File: src/rtl/uart_byte_tx.sv
// 8N1 UART transmitter with a one-byte holding register so that consecutive
// bytes leave back-to-back with no idle gap between frames.
module uart_byte_tx #(
    parameter int unsigned CLKS_PER_BIT = 16
) (
    input  logic       clk,
    input  logic       rst,
    input  logic [7:0] in_data,
    input  logic       in_valid,
    output logic       in_ready,
    output logic       tx,
    output logic       busy
);

    localparam int unsigned CNT_W = (CLKS_PER_BIT > 1) ? $clog2(CLKS_PER_BIT) : 1;
    localparam logic [CNT_W-1:0] CNT_LAST = CNT_W'(CLKS_PER_BIT - 1);

    typedef enum logic [1:0] {
        IDLE,
        START,
        DATA,
        STOP
    } state_t;

    state_t           state_q,      state_d;
    logic [CNT_W-1:0] cnt_q,        cnt_d;
    logic [2:0]       bit_idx_q,    bit_idx_d;
    logic [7:0]       shift_q,      shift_d;
    logic [7:0]       hold_q,       hold_d;
    logic             hold_valid_q, hold_valid_d;
    logic             tx_q,         tx_d;
    logic             in_ready_q,   in_ready_d;

    logic accept;
    logic bit_end;

    assign accept  = in_valid && in_ready_q;
    assign bit_end = (cnt_q == CNT_LAST);

    always_ff @(posedge clk) begin
        if (rst) begin
            state_q      <= IDLE;
            cnt_q        <= '0;
            bit_idx_q    <= '0;
            shift_q      <= '0;
            hold_q       <= '0;
            hold_valid_q <= 1'b0;
            tx_q         <= 1'b1;
            in_ready_q   <= 1'b1;
        end else begin
            state_q      <= state_d;
            cnt_q        <= cnt_d;
            bit_idx_q    <= bit_idx_d;
            shift_q      <= shift_d;
            hold_q       <= hold_d;
            hold_valid_q <= hold_valid_d;
            tx_q         <= tx_d;
            in_ready_q   <= in_ready_d;
        end
    end

    always_comb begin
        state_d      = state_q;
        cnt_d        = cnt_q;
        bit_idx_d    = bit_idx_q;
        shift_d      = shift_q;
        hold_d       = hold_q;
        hold_valid_d = hold_valid_q;

        if (state_q != IDLE) begin
            cnt_d = bit_end ? '0 : cnt_q + CNT_W'(1);
        end

        unique case (state_q)
            IDLE: begin
                cnt_d = '0;
                if (accept) begin
                    shift_d = in_data;
                    state_d = START;
                end
            end
            START: begin
                if (bit_end) begin
                    state_d = DATA;
                end
            end
            DATA: begin
                if (bit_end) begin
                    shift_d = {1'b0, shift_q[7:1]};
                    if (bit_idx_q == 3'd7) begin
                        bit_idx_d = '0;
                        state_d   = STOP;
                    end else begin
                        bit_idx_d = bit_idx_q + 3'd1;
                    end
                end
            end
            STOP: begin
                if (bit_end) begin
                    if (hold_valid_q) begin
                        shift_d      = hold_q;
                        hold_valid_d = 1'b0;
                        state_d      = START;
                    end else if (accept) begin
                        shift_d = in_data;
                        state_d = START;
                    end else begin
                        state_d = IDLE;
                    end
                end
            end
            default: state_d = IDLE;
        endcase

        // A handshake outside IDLE parks the byte, except on the final STOP
        // edge where an empty hold lets it go straight into the shifter.
        if (accept && (state_q != IDLE) && !((state_q == STOP) && bit_end)) begin
            hold_d       = in_data;
            hold_valid_d = 1'b1;
        end
    end

    always_comb begin
        tx_d       = 1'b1;
        in_ready_d = !hold_valid_d;
        busy       = (state_q != IDLE);
        unique case (state_d)
            START:   tx_d = 1'b0;
            DATA:    tx_d = shift_d[0];
            default: tx_d = 1'b1;
        endcase
    end

    assign tx       = tx_q;
    assign in_ready = in_ready_q;

endmodule

File: config.mk
export PLATFORM = sky130hd
export DESIGN_NAME = uart_byte_tx
export DESIGN_NICKNAME = d
export VERILOG_FILES = /design/src/rtl/uart_byte_tx.sv
export SDC_FILE = /design/constraint.sdc
export NUM_CORES = 1
export LEC_CHECK = 0
export CORE_MARGIN = 2
export CORE_UTILIZATION = 35
export DETAILED_ROUTE_END_ITERATION = 8
export SYNTH_ARGS = -nofsm -noshare
export SYNTH_HDL_FRONTEND = slang
export SYNTH_SLANG_ARGS = --single-unit
File: constraint.sdc
create_clock -name clk -period 3.32 [get_ports clk]
set_clock_uncertainty 0.1 [all_clocks]
set_input_delay 0.498 -clock clk [delete_from_list [all_inputs] [get_ports clk]]
set_output_delay 0.498 -clock clk [all_outputs]
set_load 0.02 [all_outputs]
==> results of run 1 <==
[power by group]
| part | leakage (nW) | internal, mW | switching, mW |
|---|---|---|---|
| clock network | 0.0288 | 0.106 | 0.107 |
| registers | 0.229 | 0.354 | 0.0155 |
| logic | 0.334 | 0.0508 | 0.0612 |
[synth_stat cells (3+ instances only)]
library cell,number
a211oi_1,3
a21oi_1,18
and3_1,3
buf_1,3
clkbuf_1,6
dfxtp_1,28
ha_1,3
mux2i_1,9
nand2_1,26
nand3_1,3
nor2_1,13
nor3_1,3
o21ai_0,6
o221a_2,5
o31ai_1,6
[flip-flops by register name, summed over array words and instances, names as in the netlist]
| register | cells |
|---|---|
| cnt_q | 4 |
| in_ready | 1 |
| bit_idx_q | 3 |
| tx | 1 |
| hold_valid_q | 1 |
| hold_q | 8 |
| state_q | 2 |
| shift_q | 8 |
[logic make-up (layout without fill, tap and decap cells)]
family                     after synthesis  after routing  synth area share
and+or+nand+nor                         59             59             0.192
adders and majority gates                3              3            0.0265
AOI/OAI and AO/OA                       49             49             0.246
DFF                                     28             28             0.396
buffers and inverters                   16             24            0.0495
muxes                                   10             10            0.0716
xor gates and xnor gates                 3              3            0.0186
[layout make-up]
cell class,count,area [µm²]
sequential,28,561
fill,391,2310
inverter,4,15.0
tap,50,62.6
timing repair buffer,16,153
clock buffer,4,55.1
multi-input combinational,124,786
[worst paths after layout]
path              slack, ps        from  cells past startpoint         end
setup / recovery        720  state_q[1]                      3        busy
hold / removal          380    cnt_q[0]                      1    cnt_q[0]
setup reg to reg       1150  state_q[1]                      4  shift_q[7]
hold reg to reg         380    cnt_q[0]                      1    cnt_q[0]
[layout by cell type, fill, tap and decap left out, drive strengths merged, types with 3 or more instances in the layout]
cell / count
mux2i: 9
ha: 3
nor2: 14
inv: 4
a211oi: 4
o31ai: 6
clkdlybuf4s50: 13
nor3: 3
and3: 3
buf: 3
nand3: 3
a21oi: 18
o21ai: 6
nand2: 26
o221a: 6
dfxtp: 28
clkbuf: 4
[routing by layer]
| layer | share of wire | vias to the layer above | track usage |
|---|---|---|---|
| li1 | - | 625 | - |
| met1 | 0.45 | 635 | 0.206 |
| met2 | 0.50 | 28 | 0.275 |
| met3 | 0.042 | 2 | 0.0350 |
| met4 | 0.0051 | 0 | 0.0357 |
| met5 | 0 | - | 0 |
==> results by group, run 1 <==
CTS
  • Clk slew on worst S/H paths: 90 ps
  • Post-CTS Setup Repair Bufs: 0
  • CTS tree: yes
  • CTS Hold Buffers Added: 0
  • Post_cts resized: 0
  • Num CTS Buffers: 3
  • Root Buffer: clkbuf_8
  • Max Buffers Root-to-Sink: 2
  • Clk_lat worst skew: 270 ps
  • CTS sink cnt: 28
  • # H-tree levels: 1

Global routing
  • Vias in the first global route: 1201
  • Aggregate global routing overflow: 0
  • First-pass GRT wire length: 5580 µm
  • Initial antenna violation count: 0
  • Global router's overall resource usage: 0.161
  • Largest net degree at the start of global routing: 22

Timing
  • Tcrit/Tclk final: 0.784
  • Normalized max-slew margin: 0.607
  • Min Tclk post-route: 2600 ps
  • Setup violators final: 0
  • RSZ-0062 raised after global routing: false
  • Worst Tran Pin Value: 588 ps
  • Post-route setup slack: 719 ps
  • Max Clock Freq: 384 MHz
  • Fin. Hold Viols: 0
  • Setup TNS: 0 ps
  • Worst hold slack: 377 ps
  • Fin. max-slew vios: 0

Synth
  • Mapped Area: 0.00142 mm²
  • Synth top area cells: dfxtp_1, nand2_1, a21oi_1
  • Post-synth ARST share: 0
  • Cells after synthesis: 168
  • Cell accounting for the most synthesized area: dfxtp_1
  • Synthesized Nets: 182
  • Share of the synthesized area in the top cell type: 0.396
  • Post-synthesis sequential area ratio: 0.396
  • Number of flops mapped to enable cells by yosys: 0
  • Yosys Warn Count: 0
  • Mean post-synth cell area: 8.43 µm²
  • Distinct cells, synth: 39
  • Yosys reg bits: 28
  • Ys flop type: dfxtp_1

Setup path
  • CP endpoint kind: output pin
  • CP startpoint kind: flop
  • Req. time, crit path: 2720 ps
  • Setup CP Type: flop to output pin
  • Worst path top cell family by delay: buffers and inverters
  • Worst Path Buf+Inv: 2
  • CP peak stage delay: 690 ps
  • Worst-path fanout max: 16
  • Cells along the critical path: nor2_2, inv_2, clkdlybuf4s50_1
  • Crit path DAT: 2000 ps
  • CP max stage cell: dfxtp_1

Final layout
  • Layout Nets: 191
  • Final std cells w/o fill: 226
  • Core Util, Final: 0.414
  • Area delta synth->final: 15.2%
  • ANT cells: 0
  • Layout cells sized above 1: 0.102
  • Fin area: 0.00163 mm²

Power
  • Leakage: 0.591 nW
  • Max VDD drop: 0.239 mV
  • Power Density: 426 mW/mm²
  • Total power: 0.695 mW

Die
  • Die width: 67.6 µm
  • # rows: 23
  • Initial core utilization: 0.359
  • Ports: 14
  • Core area: 0.00394 mm²
  • Die area: 0.00457 mm²
  • Die Span Y: 67.6 µm

Route
  • DRT Wirelength: 3350 µm
  • Vias per inst: 5.71
  • Via count: 1290
  • Drt pass-1 iters: 4
  • DRT antenna net count: 0
  • Routed length per instance: 14.8 µm
  • Initial DRC count: 61
  • DRC Markers: 0

Run
  • Max-cap violations: 0

Place
  • Placed insts: 222
  • PortBufs: 13
  • Setup slack at placement: 982 ps
  • Cell area after placement: 0.00158 mm²
  • HPWL after DPL: 2320 µm
  • RePlAce Congestion: 0.819

Status
  • Status: finished clean

Hold path
  • Worst min path class: flop to flop
(Power assumes the default switching activity.)
==> run 2, diff against run 1 <==
==> constraint.sdc (replaced) <==
create_clock -name clk -period 2.2 [get_ports clk]
set_clock_uncertainty 0.1 [all_clocks]
set_input_delay 0.33 -clock clk [delete_from_list [all_inputs] [get_ports clk]]
set_output_delay 0.33 -clock clk [all_outputs]
set_load 0.02 [all_outputs]
==> run 2 against run 1 <==
Utilization is 1.1 points higher. Critical endpoint unchanged. Largest power group unchanged. Via count shrank 2.3%. Die area is the same. Sequential power up 50%. Clock power rose by 48%. Critical path depth stayed put. Register-to-register slack lost 810 ps. Non-clock buffer count is 5 higher. Count of clock-buffer cells in the layout unchanged. Worst setup slack lost 530 ps. Combinational power grew 60%. Sequential share of layout area decreased by 0.87 points.
==> results by group, run 2 (synthesized netlist as in run 1, its figures left out) <==
Timing
  • Setup TNS: 0 ps (unchanged)
  • Post-route setup slack: 189 ps (-529 ps)
  • Max Clock Freq: 497 MHz
  • Fin. max-slew vios: 0 (unchanged)
  • Min Tclk post-route: 2010 ps
  • Normalized max-slew margin: 0.713 (+0.106)
  • Fin. Hold Viols: 0 (unchanged)
  • Worst Tran Pin Value: 429 ps (-159 ps)
  • Setup violators final: 0 (unchanged)
  • Tcrit/Tclk final: 0.914
  • RSZ-0062 raised after global routing: false

Setup path
  • Crit path DAT: 1580 ps (-420 ps)
  • Req. time, crit path: 1770 ps (-950 ps)
  • Worst flop-to-flop path startpoint: state_q[0]
  • CP startpoint kind: flop
  • R2R Setup Slk: 340 ps (-810 ps)
  • Worst-path fanout max: 11 (-5)
  • CP endpoint kind: output pin
  • Setup CP Type: flop to output pin
  • Crit Reg-Reg Endpoint: shift_q[6]
  • Reg2reg path depth: 5 (+1)

CTS
  • Post-CTS Setup Repair Bufs: 0 (unchanged)
  • Num CTS Buffers: 3 (unchanged)
  • Post_cts resized: 0 (unchanged)
  • CTS tree: yes
  • CTS sink cnt: 28 (unchanged)
  • Clk_lat worst skew: 270 ps (about the same)
  • Clk slew on worst S/H paths: 90 ps (about the same)
  • Root Buffer: clkbuf_8
  • Max Buffers Root-to-Sink: 2 (unchanged)
  • # H-tree levels: 1 (unchanged)
  • CTS Hold Buffers Added: 0 (unchanged)

Die
  • Die width: 67.6 µm (unchanged)
  • Core area: 0.00394 mm² (unchanged)
  • Die area: 0.00457 mm² (unchanged)
  • Initial core utilization: 0.359 (unchanged)
  • # rows: 23 (unchanged)
  • Die Span Y: 67.6 µm (unchanged)
  • Ports: 14 (unchanged)

Power
  • Internal cell power: 0.776 mW (+52%)
  • Leakage: 0.618 nW (+4.5%)
  • Clk pwr share: 0.301 (-0.006)
  • Max VDD drop: 0.274 mV (+15%)
  • Sw frac: 0.261 (-0.00312)
  • Combinational Power Share: 0.170 (+0.009)
  • P_sw: 0.274 mW (+49%)
  • Flop pwr share: 0.529 (-0.003)
  • Power Density: 628 mW/mm² (+47%)

Route
  • Initial DRC count: 86 (+41%)
  • Routed length per instance: 15.1 µm (+2.0%)
  • DRC Markers: 0 (unchanged)
  • Drt pass-1 iters: 4 (unchanged)
  • DRT antenna net count: 0 (unchanged)
  • Via count: 1260 (-2.3%)
  • DRT Wirelength: 3490 µm (+4.3%)
  • Vias per inst: 5.45 (-4.4%)

Final layout
  • Layout cells sized above 1: 0.127 (+0.0248)
  • Top Registers: hold_q: 8 flops, shift_q: 8 flops, cnt_q: 4 flops
  • ANT cells: 0 (unchanged)
  • Most frequent cells in the layout: dfxtp_1, nand2_1, a21oi_1
  • Layout Nets: 196 (+2.6%)
  • Most common cell after layout, fill and taps aside: dfxtp_1
  • Fillers: 386 (-1.3%)
  • Area delta synth->final: 18.2%

Global routing
  • Largest net degree at the start of global routing: 21 (-4.5%)
  • Global router's overall resource usage: 0.175 (+0.0146)
  • Aggregate global routing overflow: 0 (unchanged)
  • Vias in the first global route: 1279 (+6.5%)
  • First-pass GRT wire length: 6070 µm (+8.9%)
  • Initial antenna violation count: 0 (unchanged)

Place
  • RePlAce Congestion: 0.790 (-3.5%)
  • HPWL after DPL: 2450 µm (+5.7%)
  • PortBufs: 13 (unchanged)
  • Setup slack at placement: 343 ps (-639 ps)

Hold path
  • Worst Min Path Start: cnt_q[0]
  • Hold path depth: 1 (unchanged)
  • Worst min path class: flop to flop
  • WHS Endpoint: cnt_q[0]

Run
  • Max-cap violations: 0 (unchanged)

Status
  • Status: finished clean
==> run 2: cell count changes in the layout (fill, tap and decap cells not counted) <==
cell and delta:
buf_4 +5, nor2_2 -1, nor2_4 +1
==> run 2: power groups by stage <==
stage	Sequential, mW	Combinational, mW	Clock (mW)
global placement	0.566	0.175	0
floorplan	0.565	0.111	0
finish	0.556	0.179	0.316
global route	0.560	0.197	0.345
CTS	0.555	0.178	0.333
detailed placement	0.567	0.178	0
==> run 2: how the worst max path moves through the flow <==
stage / from / endpoint / depth (start not counted)
4_1_cts: state_q[1] / busy / 3
3_3_place_gp: state_q[1] / busy / 3
6_report: state_q[1] / busy / 3
2_1_floorplan: cnt_q[0] / hold_q[0] / 6
3_5_place_dp: in_valid / hold_q[3] / 6
5_1_grt: cnt_q[0] / shift_q[6] / 5
==> run 2: per-stage QoR <==
step	hold WS, ps	utilization	instance area, µm²	instances	power, mW
after floorplan	332	-	1420	168	0.675
after detailed placement	359	0.409	1610	227	0.745
final	380	0.425	1670	231	1.05
after global routing	413	0.425	1670	231	1.10
after global placement	366	0.409	1610	227	0.740
after CTS	381	0.423	1670	231	1.07
==> run 2: area by class of cell <==
| class | instances | area, µm² | share of cell area |
|---|---|---|---|
| clock buffers | 4 | 55.1 | 0.0329 |
| inverters | 4 | 15.0 | 0.00897 |
| flip-flops and latches | 28 | 561 | 0.335 |
| multi-input cells | 124 | 791 | 0.472 |
| well taps | 50 | 62.6 | 0.0374 |
| repair buffers | 21 | 190 | 0.114 |
==> run 2: routing by layer <==
layer | track usage | part of all wire
met1 | 0.208 | 0.45
met2 | 0.313 | 0.50
met3 | 0.0433 | 0.046
met4 | 0.0459 | 0.0049
met5 | 0 | 0
==> run 2: critical path: stages (launching register included) <==
cell             delay (ps)
dfxtp_1                 400
nor2_4                   90
inv_2                   180
clkdlybuf4s50_1         640
==> run 3, diff against run 2 <==
--- a/config.mk
+++ b/config.mk
@@ -8,6 +8,7 @@
 export CORE_MARGIN = 2
 export CORE_UTILIZATION = 35
 export DETAILED_ROUTE_END_ITERATION = 8
+export SLEW_MARGIN = 15
 export SYNTH_ARGS = -nofsm -noshare
 export SYNTH_HDL_FRONTEND = slang
 export SYNTH_SLANG_ARGS = --single-unit
==> results of run 3 <==
Same layout as run 2: the final DEF is identical, and so are final timing and power.
